### config.mk
export PLATFORM = sky130hd
export DESIGN_NAME = fifo_read_ctrl
export DESIGN_NICKNAME = d
export VERILOG_FILES = /design/src/rtl/fifo_read_ctrl.sv
export SDC_FILE = /design/constraint.sdc
export NUM_CORES = 1
export LEC_CHECK = 0
export ABC_AREA = 1
export CAP_MARGIN = 20
export CORE_AREA = 2 2 64 66
export DETAILED_ROUTE_END_ITERATION = 8
export DIE_AREA = 0 0 66 68
export GPL_ROUTABILITY_DRIVEN = 1
export PLACE_DENSITY = 0.71
export SKIP_LAST_GASP = 1
export SLEW_MARGIN = 20
export SYNTH_ARGS = -nofsm -noshare
export SYNTH_HDL_FRONTEND = slang
export SYNTH_SLANG_ARGS = --single-unit
### constraint.sdc
create_clock -name r_clk_i -period 4.7 [get_ports r_clk_i]
set_input_delay 0.94 -clock r_clk_i [delete_from_list [all_inputs] [get_ports r_clk_i]]
set_output_delay 0.94 -clock r_clk_i [all_outputs]
set_load 0.02 [all_outputs]
### src/rtl/fifo_read_ctrl.sv
// Read-side controller of the dual-clock FIFO: read pointers, empty/almost-empty and sticky underflow.
// Optional macro FIFO_RD_LEVEL_EN adds the registered r_level_o word-count output.
module fifo_read_ctrl #(
    parameter int unsigned ADDR_SIZE = 8,
    parameter int unsigned AE_THRESH = 2
) (
    input  logic                 r_clk_i,
    input  logic                 r_rst_i,
    input  logic                 r_en_i,
    input  logic [ADDR_SIZE:0]   rw_ptr_i,
    input  logic                 r_underflow_clr_i,
    output logic [ADDR_SIZE-1:0] r_addr_o,
    output logic [ADDR_SIZE:0]   r_ptr_o,
    output logic                 r_empty_o,
    output logic                 r_almost_empty_o,
    output logic                 r_underflow_o
`ifdef FIFO_RD_LEVEL_EN
    ,
    output logic [ADDR_SIZE:0]   r_level_o
`endif
);

    localparam logic [ADDR_SIZE:0] AeThresh = (ADDR_SIZE+1)'(AE_THRESH);

    logic [ADDR_SIZE:0] r_bin_q, r_bin_d;
    logic [ADDR_SIZE:0] r_ptr_q, r_ptr_d;
    logic               r_empty_q, r_empty_d;
    logic               r_ae_q, r_ae_d;
    logic               r_uf_q, r_uf_d;
    logic               r_inc;
    logic               uf_set;
    logic [ADDR_SIZE:0] w_bin;
    logic [ADDR_SIZE:0] level_d;

`ifdef FIFO_RD_LEVEL_EN
    logic [ADDR_SIZE:0] r_level_q;
    assign r_level_o = r_level_q;
`else
    // Without the level port, level_d still feeds the almost-empty compare.
`endif

    // Gray-to-binary of the synchronized write pointer, MSB downwards.
    always_comb begin
        w_bin = '0;
        w_bin[ADDR_SIZE] = rw_ptr_i[ADDR_SIZE];
        for (int i = int'(ADDR_SIZE) - 1; i >= 0; i--) begin
            w_bin[i] = w_bin[i+1] ^ rw_ptr_i[i];
        end
    end

    always_comb begin
        r_inc     = r_en_i & ~r_empty_q;
        uf_set    = r_en_i & r_empty_q;
        r_bin_d   = r_bin_q + {{ADDR_SIZE{1'b0}}, r_inc};
        r_ptr_d   = (r_bin_d >> 1) ^ r_bin_d;
        level_d   = w_bin - r_bin_d;
        // Full-width compare: the wrap bit separates "full" from "empty".
        r_empty_d = (r_ptr_d == rw_ptr_i);
        r_ae_d    = (level_d <= AeThresh);
        // A fresh underflow beats a clear in the same cycle.
        r_uf_d    = uf_set | (r_uf_q & ~r_underflow_clr_i);
    end

    always_ff @(posedge r_clk_i or negedge r_rst_i) begin
        if (!r_rst_i) begin
            r_bin_q   <= '0;
            r_ptr_q   <= '0;
            r_empty_q <= 1'b1;
            r_ae_q    <= 1'b1;
            r_uf_q    <= 1'b0;
`ifdef FIFO_RD_LEVEL_EN
            r_level_q <= '0;
`endif
        end else begin
            r_bin_q   <= r_bin_d;
            r_ptr_q   <= r_ptr_d;
            r_empty_q <= r_empty_d;
            r_ae_q    <= r_ae_d;
            r_uf_q    <= r_uf_d;
`ifdef FIFO_RD_LEVEL_EN
            r_level_q <= level_d;
`endif
        end
    end

    assign r_addr_o         = r_bin_q[ADDR_SIZE-1:0];
    assign r_ptr_o          = r_ptr_q;
    assign r_empty_o        = r_empty_q;
    assign r_almost_empty_o = r_ae_q;
    assign r_underflow_o    = r_uf_q;

endmodule

==> results of run 1 <==
## worst min path at each step
stage | startpoint | end | slack [ns] | cells after the start
after floorplan | r_empty_o | r_underflow_o | 0.55 | 2
after global placement | r_underflow_o | r_underflow_o | 0.51 | 2
after detailed placement | r_underflow_o | r_underflow_o | 0.52 | 2
after CTS | r_underflow_o | r_underflow_o | 0.53 | 2
after global routing | r_underflow_o | r_underflow_o | 0.59 | 2
final | r_underflow_o | r_underflow_o | 0.53 | 2
## layout by cell type (no fill, tap or decap)
cell type        count
nand2_1             39
clkdlybuf4s50_1     32
inv_1               31
dfrtp_1             18
nand3_1             17
xor2_1              16
ha_1                10
nor2_1               9
a21oi_1              7
o21ai_0              5
xnor2_1              4
clkbuf_8             4
nand2_2              3
nand4_1              2
nor2_4               2
xor2_2               2
dfstp_2              2
o21bai_1             1
xnor2_2              1
nand3_2              1
xor2_4               1
o211ai_1             1
nand3b_1             1
nor3_1               1
a211oi_1             1
o31ai_1              1
o2111ai_1            1
fa_1                 1
## logic make-up after synthesis
kind of cell               after synthesis  synth area share (%)
DFF                                     20                 34.54
AOI/OAI and AO/OA                       17                 6.787
adders and majority gates               11                 9.966
and+or+nand+nor                         75                 23.45
buffers and inverters                   31                 7.990
xor gates and xnor gates                24                 17.27
## routing by layer
layer	up-vias	part of all wire, %	wire length, microns
met5	-	0	0
met4	0	1.6	42
met3	4	4.2	113
met2	29	47	1271
met1	530	47	1275
li1	636	-	-
## critical path, cell delays in order
cell,delay [ns]
clkdlybuf4s50_1,0.51
inv_1,0.09
nand2_1,0.07
nand3_1,0.08
nand2_1,0.10
nand2_1,0.09
nand2_1,0.11
nand2_1,0.07
nand3_1,0.09
nand2_1,0.08
nand2_1,0.10
nand2_1,0.09
nand2_1,0.09
nand3_1,0.07
nand2_1,0.06
inv_1,0.04
ha_1,0.19
fa_1,0.40
o21ai_0,0.38
xor2_1,0.19
o2111ai_1,0.13
nor2_1,0.11
nand3_1,0.08
nor2_1,0.12
## metrics by stage
stage                     util (%)  worst slack [ns]  cells
after floorplan                  -             1.298    178
after global placement       47.70            0.3548    260
after detailed placement     47.70            0.2919    260
after CTS                    49.12            0.5672    264
after global routing         49.12            0.1815    264
final                        49.12            0.5913    264
## cell type report
type | instances | area [sq um]
Fill cell | 381 | 1962
Multi-Input combinational cell | 127 | 837.1
Sequential cell | 20 | 503.0
Timing Repair Buffer | 32 | 320.3
Inverter | 31 | 116.4
Tap cell | 50 | 62.56
Clock buffer | 4 | 55.05
## report_power, final
part	leakage, nW	switching (W)	total, W	internal [W]
Sequential	0.243	0.0000429	0.000283	0.000240
Clock	0.0288	0.0000543	0.000129	0.0000745
Combinational	0.667	0.000443	0.000785	0.000342
## flip-flops by register name, indices dropped and copies added, names as in the netlist
register	flops
r_almost_empty_o	1
r_underflow_o	1
r_ptr_o	8
r_bin_q	9
r_empty_o	1
==> metrics.txt, run 1 <==
CTS tree yes; count of different cell masters after synthesis 26; Die ar. 0.004488 sq mm; Fin. Hold Viols 0; ys flop type dfrtp_1; Post-Syn Nets 202; Slew headroom 42.06%; P&R area growth vs syn 30.07%; Hold WC Path Type flop to flop; clk root buf clkbuf_8; Syn Std Cell Area 0.001456 sq mm; DP HPWL 2325 microns; postcts setup bufs 0; met3 usage 1.151%; Max Slew Vio Count 0; routed length per instance 10.24 microns; met2 GRT Util 21.59%; worst setup path start rw_ptr_i[8]; share of flip-flops with an asynchronous set or reset 100.0%; gr usage total 13.23%; Clock transition at path regs 0.07 ns; reg-to-reg critical path startpoint r_empty_o; worst-case reg-to-reg path depth 13; Synth Instances 178; post-cts gate resize count 0; Final Cell Area 0.001894 sq mm; GRT busiest layer met2; Die Width 66 microns; CP Launch Type input pin; vias in the first global route 1120; IO Pins 33; FF-to-FF setup slack 1.88 ns; run status finished clean; MaxCap Viol Count 0; I/O Buffers 32; overflow left after global routing 0; Synth warnings 0; critical path type input pin to flop; CTS sink cnt 20; Total Power 0.001198 W; most instantiated cells after synthesis 39 x nand2_1, 31 x inv_1, 18 x dfrtp_1; antenna violations before repair 0; final WL 2703 microns; grt met1 use 17.59%; htree depth 1; layout cells sized above 1 7.477%; layout net count 239; first-pass GRT wire length 4588 microns; Via density 4.542; Iter 0 DRT Violations 18; Starting Density 37.77%; Longest Clk Path Bufs 2; hold slack final 0.5266 ns; row cnt 23; GPL Wtd Cong 0.7935; dpl cell area 0.001839 sq mm; Synth area leaders dfrtp_1 31%, nand2_1 10%, xor2_1 9.6%; Synth Register Bits 20; critical path fanouts, max 3; cell leakage power 0.9394 nW; PD cells 632.2 mW/mm^2; Syn Area/Cell 8.182 sq um; CP Data Required Time 4.89 ns; hold buffer count at CTS 0; number of flops mapped to enable cells by yosys 0; crit path time final 4.109 ns; top cell type's share of synthesized area 30.93%; Arr. time, crit path 4.29 ns; Die Y 68 microns; Clock Skew 0.002055 ns; register area share after synthesis 34.54%; TNS Setup 0 ns; Critical R2R Capture r_almost_empty_o; Critical Path Sink r_almost_empty_o; Vias 1199; Yosys top cell by area dfrtp_1; Worst-Margin Slew 0.8663 ns; drt pass-1 iters 4; # diodes 0; largest net degree at the start of global routing 21; top-count cell post-synth nand2_1; final period utilization 87.42%; CTS buffer count 3; Core Footprint 0.003856 sq mm; unrepaired setup endpoints after global routing false; clk_lat worst skew 0.25 ns; f_max 243.4 MHz; ANT nets after route 0; Max IR drop VDD 0.2035 mV; drc violations 0; CP Capture Type flop; final setup fails 0
(Power assumes the default switching activity.)
==> run 2: changes to the inputs <==
--- a/config.mk
+++ b/config.mk
@@ -11,6 +11,7 @@
 export DETAILED_ROUTE_END_ITERATION = 8
 export DIE_AREA = 0 0 66 68
 export GPL_ROUTABILITY_DRIVEN = 1
+export HOLD_SLACK_MARGIN = 0.08
 export PLACE_DENSITY = 0.71
 export SKIP_LAST_GASP = 1
 export SLEW_MARGIN = 20
==> results of run 2 <==
No change in the layout: final DEF, timing and power equal those of run 1.
==> run 3: changes to the inputs <==
--- a/config.mk
+++ b/config.mk
@@ -6,6 +6,7 @@
 export NUM_CORES = 1
 export LEC_CHECK = 0
 export ABC_AREA = 1
+export ABC_CLOCK_PERIOD_IN_PS = 4700
 export CAP_MARGIN = 20
 export CORE_AREA = 2 2 64 66
 export DETAILED_ROUTE_END_ITERATION = 8
==> results of run 3 <==
No change in the layout: final DEF, timing and power equal those of run 1.
